==> src/rtl/ram_bist_pkg.sv <==
// Shared types and helpers for the ram_bist sequencer: FSM states, default sizes
// and the test pattern function.
package ram_bist_pkg;

  localparam int DEF_DW     = 8;
  localparam int DEF_AW     = 4;
  localparam int DEF_RD_LAT = 1;

  // The inverted-pass states are declared in every build so the encoding is stable.
  typedef enum logic [2:0] {
    S_IDLE,
    S_WRITE,
    S_READ,
    S_DRAIN,
    S_WRITE_INV,
    S_READ_INV,
    S_DRAIN_INV,
    S_DONE
  } state_t;

  // Pattern word for address a; callers truncate to the RAM word width.
  function automatic logic [31:0] exp(input logic [31:0] seed, input logic [31:0] a,
                                      input logic inv);
    logic [31:0] v;
    v = seed + a;
    return inv ? ~v : v;
  endfunction

endpackage

==> src/rtl/ram_bist_dly.sv <==
// RD_LAT-deep delay line carrying {valid, addr, expected} so each compare lines up
// with the word the RAM returns for that address.
module ram_bist_dly
  import ram_bist_pkg::*;
#(
  parameter int DATA_W = DEF_AW + DEF_DW,
  parameter int STAGES = DEF_RD_LAT
) (
  input  logic              clk,
  input  logic              rst,
  input  logic              i_vld,
  input  logic [DATA_W-1:0] i_data,
  output logic              o_vld,
  output logic [DATA_W-1:0] o_data
);

  logic [STAGES-1:0] r_vld_p;
  logic [DATA_W-1:0] r_data_p [STAGES];

  // stage 0 .. STAGES-1: valid is reset, payload only follows it
  always_ff @(posedge clk or negedge rst) begin
    if (!rst) begin
      r_vld_p <= '0;
    end else begin
      r_vld_p[0] <= i_vld;
      for (int i = 1; i < STAGES; i++) r_vld_p[i] <= r_vld_p[i-1];
    end
  end

  always_ff @(posedge clk) begin
    r_data_p[0] <= i_data;
    for (int i = 1; i < STAGES; i++) r_data_p[i] <= r_data_p[i-1];
  end

  assign o_vld  = r_vld_p[STAGES-1];
  assign o_data = r_data_p[STAGES-1];

endmodule

==> src/rtl/ram_bist.sv <==
// March-style BIST sequencer for a single-port synchronous RAM: write seed+a, read
// back, report first mismatch. Define RAM_BIST_INV_PASS_EN to add an inverted pass.
module ram_bist
  import ram_bist_pkg::*;
#(
  parameter int DW     = DEF_DW,
  parameter int AW     = DEF_AW,
  parameter int RD_LAT = DEF_RD_LAT
) (
  input  logic          clk,
  input  logic          rst,
  input  logic          start,
  input  logic [DW-1:0] seed,
  output logic          busy,
  output logic          done,
  output logic          pass,
  output logic [AW-1:0] fail_addr,
  output logic [DW-1:0] fail_data,
  output logic [AW-1:0] ram_addr,
  output logic [DW-1:0] ram_din,
  output logic          ram_wr_en,
  input  logic [DW-1:0] ram_out
);

  localparam int            CW   = (RD_LAT > 1) ? $clog2(RD_LAT) : 1;
  localparam logic [AW-1:0] LAST = {AW{1'b1}};

  state_t        r_state, w_state_nxt;
  logic [DW-1:0] r_seed;
  logic [CW-1:0] r_cnt, w_cnt_nxt;
  logic          r_fail, w_fail_nxt;
  logic          r_busy, w_busy_nxt;
  logic          r_done, w_done_nxt;
  logic          r_pass, w_pass_nxt;
  logic [AW-1:0] r_fail_addr;
  logic [DW-1:0] r_fail_data;
  logic [AW-1:0] r_ram_addr, w_addr_nxt, w_addr_inc;
  logic [DW-1:0] r_ram_din, w_din_nxt;
  logic          r_ram_wr_en, w_wr_nxt;
  logic          w_start_acc;
  logic          w_inv;

  logic                w_dly_vld, w_chk_vld, w_mis, w_first;
  logic [AW+DW-1:0]    w_dly_data, w_chk_data;
  logic [AW-1:0]       w_chk_addr;
  logic [DW-1:0]       w_chk_exp;

`ifdef RAM_BIST_INV_PASS_EN
  assign w_inv = (r_state == S_WRITE_INV) || (r_state == S_READ_INV) ||
                 (r_state == S_DRAIN_INV);
  assign w_dly_vld = (r_state == S_READ) || (r_state == S_READ_INV);
`else
  assign w_inv     = 1'b0;
  assign w_dly_vld = (r_state == S_READ);
`endif

  assign w_addr_inc = r_ram_addr + AW'(1);
  // The registered read address is what the RAM sees this cycle, so it feeds the delay line.
  assign w_dly_data = {r_ram_addr, DW'(exp(32'(r_seed), 32'(r_ram_addr), w_inv))};

  ram_bist_dly #(
    .DATA_W(AW + DW),
    .STAGES(RD_LAT)
  ) u_dly (
    .clk   (clk),
    .rst   (rst),
    .i_vld (w_dly_vld),
    .i_data(w_dly_data),
    .o_vld (w_chk_vld),
    .o_data(w_chk_data)
  );

  assign w_chk_addr = w_chk_data[AW+DW-1:DW];
  assign w_chk_exp  = w_chk_data[DW-1:0];
  assign w_mis      = w_chk_vld && (ram_out != w_chk_exp);
  assign w_first    = w_mis && !r_fail;
  assign w_fail_nxt = r_fail | w_mis;

  always_comb begin
    w_state_nxt = r_state;
    w_addr_nxt  = r_ram_addr;
    w_din_nxt   = r_ram_din;
    w_wr_nxt    = r_ram_wr_en;
    w_cnt_nxt   = r_cnt;
    w_busy_nxt  = r_busy;
    w_done_nxt  = 1'b0;
    w_pass_nxt  = r_pass;
    w_start_acc = 1'b0;
    unique case (r_state)
      S_IDLE: begin
        if (start) begin
          w_start_acc = 1'b1;
          w_state_nxt = S_WRITE;
          w_addr_nxt  = '0;
          w_wr_nxt    = 1'b1;
          w_din_nxt   = DW'(exp(32'(seed), 32'd0, 1'b0));
          w_busy_nxt  = 1'b1;
        end
      end
      S_WRITE `ifdef RAM_BIST_INV_PASS_EN , S_WRITE_INV `endif : begin
        if (r_ram_addr == LAST) begin
          w_state_nxt = w_inv ? S_READ_INV : S_READ;
          w_addr_nxt  = '0;
          w_wr_nxt    = 1'b0;
          w_din_nxt   = '0;
        end else begin
          w_addr_nxt = w_addr_inc;
          w_din_nxt  = DW'(exp(32'(r_seed), 32'(w_addr_inc), w_inv));
        end
      end
      S_READ `ifdef RAM_BIST_INV_PASS_EN , S_READ_INV `endif : begin
        if (r_ram_addr == LAST) begin
          w_state_nxt = w_inv ? S_DRAIN_INV : S_DRAIN;
          w_addr_nxt  = '0;
          w_cnt_nxt   = '0;
        end else begin
          w_addr_nxt = w_addr_inc;
        end
      end
      S_DRAIN `ifdef RAM_BIST_INV_PASS_EN , S_DRAIN_INV `endif : begin
        if (r_cnt == CW'(RD_LAT - 1)) begin
`ifdef RAM_BIST_INV_PASS_EN
          if (!w_inv) begin
            w_state_nxt = S_WRITE_INV;
            w_addr_nxt  = '0;
            w_wr_nxt    = 1'b1;
            w_din_nxt   = DW'(exp(32'(r_seed), 32'd0, 1'b1));
          end else
`endif
          begin
            // The last compare lands on this edge, so pass must see it.
            w_state_nxt = S_DONE;
            w_busy_nxt  = 1'b0;
            w_done_nxt  = 1'b1;
            w_pass_nxt  = !w_fail_nxt;
          end
        end else begin
          w_cnt_nxt = r_cnt + CW'(1);
        end
      end
      S_DONE:  w_state_nxt = S_IDLE;
      default: w_state_nxt = S_IDLE;
    endcase
  end

  always_ff @(posedge clk or negedge rst) begin
    if (!rst) begin
      r_state     <= S_IDLE;
      r_seed      <= '0;
      r_cnt       <= '0;
      r_fail      <= 1'b0;
      r_busy      <= 1'b0;
      r_done      <= 1'b0;
      r_pass      <= 1'b0;
      r_fail_addr <= '0;
      r_fail_data <= '0;
      r_ram_addr  <= '0;
      r_ram_din   <= '0;
      r_ram_wr_en <= 1'b0;
    end else begin
      r_state     <= w_state_nxt;
      r_cnt       <= w_cnt_nxt;
      r_busy      <= w_busy_nxt;
      r_done      <= w_done_nxt;
      r_ram_addr  <= w_addr_nxt;
      r_ram_din   <= w_din_nxt;
      r_ram_wr_en <= w_wr_nxt;
      if (w_start_acc) begin
        r_seed      <= seed;
        r_fail      <= 1'b0;
        r_pass      <= 1'b0;
        r_fail_addr <= '0;
        r_fail_data <= '0;
      end else begin
        r_fail <= w_fail_nxt;
        r_pass <= w_pass_nxt;
        if (w_first) begin
          r_fail_addr <= w_chk_addr;
          r_fail_data <= ram_out;
        end
      end
    end
  end

  assign busy      = r_busy;
  assign done      = r_done;
  assign pass      = r_pass;
  assign fail_addr = r_fail_addr;
  assign fail_data = r_fail_data;
  assign ram_addr  = r_ram_addr;
  assign ram_din   = r_ram_din;
  assign ram_wr_en = r_ram_wr_en;

endmodule

==> config.mk <==
export PLATFORM = sky130hd
export DESIGN_NAME = ram_bist
export DESIGN_NICKNAME = d
export VERILOG_FILES = /design/src/rtl/ram_bist_pkg.sv /design/src/rtl/ram_bist_dly.sv /design/src/rtl/ram_bist.sv
export SDC_FILE = /design/constraint.sdc
export NUM_CORES = 1
export LEC_CHECK = 0
export ABC_AREA = 1
export BUFFER_PORTS_ARGS = -buffer_cell sky130_fd_sc_hd__buf_2
export CELL_PAD_IN_SITES_DETAIL_PLACEMENT = 1
export CELL_PAD_IN_SITES_GLOBAL_PLACEMENT = 1
export CORE_MARGIN = 3
export CORE_UTILIZATION = 37
export DETAILED_ROUTE_END_ITERATION = 10
export PLACE_DENSITY = 0.85
export SYNTH_ARGS = -nofsm -noshare
export SYNTH_HDL_FRONTEND = slang
export SYNTH_SLANG_ARGS = --single-unit
==> constraint.sdc <==
create_clock -name clk -period 1.6 [get_ports clk]
set_input_delay 0.32 -clock clk [delete_from_list [all_inputs] [get_ports clk]]
set_output_delay 0.32 -clock clk [all_outputs]
set_load 0.01 [all_outputs]
# == After elaboration in Yosys (flattened, before gate mapping) ==
# Memory sizes are Yosys's and may differ from the RTL's.
# Index checks and enable logic that the tools add are counted.
# totals
input_bits,19
out_inout_bits,28
ramBits,12
ff_bits,42
n_memories,1
# classes
muxes,30
n_bitwise,1
eq_ne,10
reduce_logical,19
n_addsub,4
# mem_list
name,words,width,read_ports,rd_ports_with_merged_regs,write_ports,line_no,rtl
u_dly.r_data_p,1,12,1,0,1,ram_bist_dly.sv:18,logic [DATA_W-1:0] r_data_p [STAGES];
# ops
op,n
8-bit 2-to-1 mux,4
8-bit by 4-bit adder with 8-bit output,2
4-bit 2-to-1 mux,4
8-bit case mux with 2 select lines,1
1-bit 2-to-1 mux,12
3-bit 2-to-1 mux,4
3-bit case mux with 4 select lines,1
2-bit nonzero test,6
"2-bit != test, second input constant",4
8-bit != test,1
4-bit case mux with 2 select lines,1
2-bit AND reduction,4
"3-bit by 2-bit == test with 1-bit output, second input constant",2
1-bit case mux with 2 select lines,3
3-bit AND reduction,2
"4-bit by 1-bit adder with 4-bit output, second input constant",1
"4-bit == test, second input constant",1
4-bit AND reduction,1
"3-bit by 1-bit == test with 1-bit output, second input constant",1
3-bit logical NOT,1
1-bit logical AND,2
1-bit logical NOT,2
"2-bit by 1-bit != test with 1-bit output, second input constant",1
2-bit OR reduction,1
2 further kinds,2

# == Longest topological paths before layout ==
# An unclocked memory read counts as a cell.
# logic_depth
word_depth,8
ltp_mapped,11
mapped_depth_nobuf,10

# == Modules after synthesis ==
# Synthesis repeated with hierarchy kept, for this count alone.
# hier_totals
cells_unflattened,317
hier_area_um2,2605.0
# modules_own_cells
module,cells_each,seq_area_each_um2,area_each_um2,n_inst
ram_bist,304,1001.0,2339.7,1
ram_bist_dly,13,265.3,265.3,1

# == Worst setup path before layout ==
# Ideal clock, no wire load.
# synth_timing
path_kind,reg2reg
from,"register r_ram_addr[0], in the netlist ram_addr[0]"
to,"register r_ram_din[5], in the netlist ram_din[5]"
stages_incl_launch_ff,11
setup_slack_ns,-0.212
t_arrival_ns,1.695
synth_period_minus_slack_ns,1.812
path_cell_list,dfrtp_1 ha_1 xor2_1 ha_1 nand3_1 nand2_1 inv_1 o21ai_0 nand2_1 nand3_1 nand2_1
# synth_via
elab_chain_len,4
word_cells_on_any_way,5
# synth_lines
element,line_no,rtl
"start, declared",ram_bist.sv:37,"logic [AW-1:0] r_ram_addr, w_addr_nxt, w_addr_inc;"
"start signal, assigned",ram_bist.sv:165,r_ram_addr <= w_addr_nxt;
4-bit by 1-bit adder with 4-bit output,ram_bist.sv:57,assign w_addr_inc = r_ram_addr + AW'(1);
8-bit by 4-bit adder with 8-bit output,ram_bist_pkg.sv:25,v = seed + a;
8-bit 2-to-1 mux (*),ram_bist.sv:101,if (r_ram_addr == LAST) begin
8-bit case mux with 2 select lines (*),ram_bist.sv:89,unique case (r_state)
"end signal, assigned",ram_bist.sv:166,r_ram_din <= w_din_nxt;
"end, declared",ram_bist.sv:38,"logic [DW-1:0] r_ram_din, w_din_nxt;"
# Every way passes the cells marked *; elsewhere a longest branch is shown, timed or not.
# A chain may end at the register's enable or synchronous reset.

# == Final worst setup path ==
# layout_timing
from,"register r_ram_addr[0], in the netlist ram_addr[0]"
to,"register r_ram_din[3], in the netlist ram_din[3]"
# The elaborated chain is that of the path after synthesis.

==> results.ini <==
[global_route]
antenna_found_initial = 0
grt_pass1_vias = 2433
grt_max_degree = 28
grt_usage_pct = 18.0
grt_pass1_wl_um = 11800
grt-ovfl-total = 0

[logic_synthesis]
ys_seq_area_share_pct = 47.7
synthCells = 317
avgSynthCellArea_um2 = 8.38
ys_ff_latch = 53
yosysWarningCount = 0
yosysUniqueCellTypes = 31
syn-num-nets = 347
netlist_area_um2 = 2660

[die]
fp.dieW_um = 90.7
fp-row-count = 30
core_um2 = 6870
ios = 47
dieArea_um2 = 8230
initial_core_util_pct = 38.7
die_y_um = 90.7

[placement]
dpl_cell_area_um2 = 3090
io_buffers = 46
place_congestion = 0.770
hpwl_um = 5090

[cts]
path_clk_slew_ns = 0.10
cts_sinks = 53
cts_tree = yes
htreeDepth = 2
clock_path_buffers = 2
root_buffer = clkbuf_8
cts_buffers = 5
insertion_delay_ns = 0.31

[detailed_routing]
wl_um = 7110
drc = 0
first_pass_iters = 4
num_vias = 2276
ant_nets = 0
vias_per_cell = 4.73
wl_per_cell_um = 14.8
drtIter0Drc = 45

[min_path]
hold_depth = 3
hold_start = seed[4]
min_path_type = in2reg
hold_end = r_seed[4]$_DFFE_PN0P_

[setup_path]
cp_max_fo = 4
worst-r2r-cell-count = 9
worstPathRequired_ns = 1.85
arrival_ns = 2.10
timing.rr.end = ram_din[3]$_DFFE_PN0P_
critPathKind = reg2reg
reg2reg_from = ram_addr[0]$_DFFE_PN0P_
r2r_setup_slack_ns = -0.25
critPathCaptureType = flop
start_kind = flop

[timing]
relSlewSlack_pct = 69.7
fmax_mhz = 540
drv_slew = 0
worst_pin_slew_ns = 0.454
hold_viol = 0
fin_crit_ns = 1.85
period_share_pct = 116
grt_setup_unrepaired = yes
worst_slack_ns = -0.250
setup_viol = 9
finalClockSkew_ns = 0.00525

[finish]
fin_util_pct = 49.8
layout.nets = 414
layout_common_cells = nand2_1, buf_2, inv_1
areaGrowthSynthToFinish_pct = 28.8
layout_commonest_cell = nand2_1
n_antenna_cell = 0
drive_gt1_share_pct = 33.2
final_area_um2 = 3420

[flow_run]
drv_cap = 0

[power]
p_leak_nw = 1.80
p_per_area_nw_per_um2 = 2200
vdd_drop_max_v = 0.000807

[outcome]
violations = negative setup slack
status = finished with violations

[stage by stage]
stage	power (W)	setup TNS, ns	hold slack (ns)	cells	setup WS (ns)
after detailed placement	0.00602	-1.85	0.299	467	-0.310
after global routing	0.00818	-2.47	0.210	481	-0.341
after global placement	0.00580	-0.927	0.284	467	-0.153
after floorplan	0.00477	-0.369	0.0244	317	-0.134
final	0.00754	-1.54	0.220	481	-0.250
after CTS	0.00718	-1.13	0.208	479	-0.189
[report_power, final]
group	total, W	internal (W)	switching (W)
Combinational	0.00435	0.00191	0.00244
Sequential	0.00243	0.00198	0.000457
Clock	0.000756	0.000303	0.000452
[worst max-delay path by stage]
stage	start	endpoint	depth (start not counted)
after floorplan	ram_addr[1]$_DFFE_PN0P_	ram_din[7]$_DFFE_PN0P_	10
after global placement	ram_addr[0]$_DFFE_PN0P_	ram_din[7]$_DFFE_PN0P_	10
after detailed placement	ram_addr[0]$_DFFE_PN0P_	ram_din[7]$_DFFE_PN0P_	10
after CTS	ram_addr[1]$_DFFE_PN0P_	ram_din[7]$_DFFE_PN0P_	10
after global routing	ram_addr[0]$_DFFE_PN0P_	ram_din[7]$_DFFE_PN0P_	9
final	ram_addr[0]$_DFFE_PN0P_	ram_din[3]$_DFFE_PN0P_	9
[routing by layer]
| metal | global-route usage, % | up-vias | share of wire, % |
|---|---|---|---|
| li1 | - | 1112 | - |
| met1 | 20.0 | 1091 | 40 |
| met2 | 32.4 | 57 | 53 |
| met3 | 3.42 | 16 | 3.2 |
| met4 | 8.93 | 0 | 3.2 |
| met5 | 0 | - | 0 |
[logic make-up (layout without fill, tap and decap cells)]
group / after synthesis / in the layout / share of synthesized area, %
AND/OR/NAND/NOR: 148 / 148 / 25.1
buffers and inverters: 58 / 126 / 9.75
flip-flops: 53 / 53 / 47.7
AO/OA/AOI/OAI: 35 / 35 / 7.77
XOR/XNOR: 12 / 12 / 3.96
adder cells (fa/ha/maj): 11 / 11 / 5.75
[cell type report]
cell class / instances / area [µm²]
timing repair buffer: 71 / 437
fill: 868 / 3450
sequential: 53 / 1270
inverter: 47 / 179
tap: 96 / 120
clock buffer: 5 / 68.8
multi-input combinational: 206 / 1330
clock inverter: 3 / 17.5
[registers in the layout, indices dropped and copies added (netlist names)]
| register | cells |
|---|---|
| ram_wr_en | 1 |
| busy | 1 |
| fail_addr | 4 |
| r_seed | 8 |
| r_state | 3 |
| ram_addr | 4 |
| u_dly.o_vld | 1 |
| done | 1 |
| pass | 1 |
| r_fail | 1 |
| fail_data | 8 |
| ram_din | 8 |
| u_dly.r_data_p | 12 |
[critical path, cell delays in order, from the launching register on]
cell and delay [ns]:
dfrtp_2 0.46, ha_4 0.20, xor2_4 0.23, ha_4 0.26, a21oi_4 0.14, nand2_4 0.08, buf_4 0.14, a21oi_4 0.13
o21ai_2 0.08, nand3_1 0.07
[Yosys cell counts]
master / count / area, µm²
inv_1: 43 / 161
nor2_1: 8 / 30.0
buf_2: 4 / 20.0
o22ai_1: 1 / 6.26
buf_4: 5 / 37.5
nand2_1: 100 / 375
a21oi_1: 10 / 50.1
fa_1: 2 / 40.0
buf_6: 2 / 22.5
nand3_4: 1 / 17.5
inv_4: 1 / 6.26
o21ai_1: 9 / 45.0
nand2_4: 2 / 22.5
dfrtp_1: 41 / 1030
o21ai_0: 6 / 30.0
nor3_1: 1 / 5.00
dfxtp_1: 12 / 240
a21boi_1: 2 / 15.0
inv_2: 3 / 11.3
xor2_1: 6 / 52.6
nor2_2: 2 / 12.5
nand3_1: 26 / 130
o211ai_2: 1 / 12.5
ha_1: 9 / 113
a22o_1: 1 / 8.76
nand2_2: 3 / 18.8
o21ai_2: 1 / 8.76
xnor2_1: 6 / 52.6
nand3_2: 1 / 10.0
nor2_4: 4 / 45.0
o211ai_1: 4 / 30.0
[what timing repair did]
action,CTS,global route
hold buffers,1,0
buffers inserted,4,2
setup endpoints to repair,10,24
gates resized for setup,19,16
pin swaps,10,16
endpoints found under the hold margin,17,0
Power figures use the tool's default switching activity.
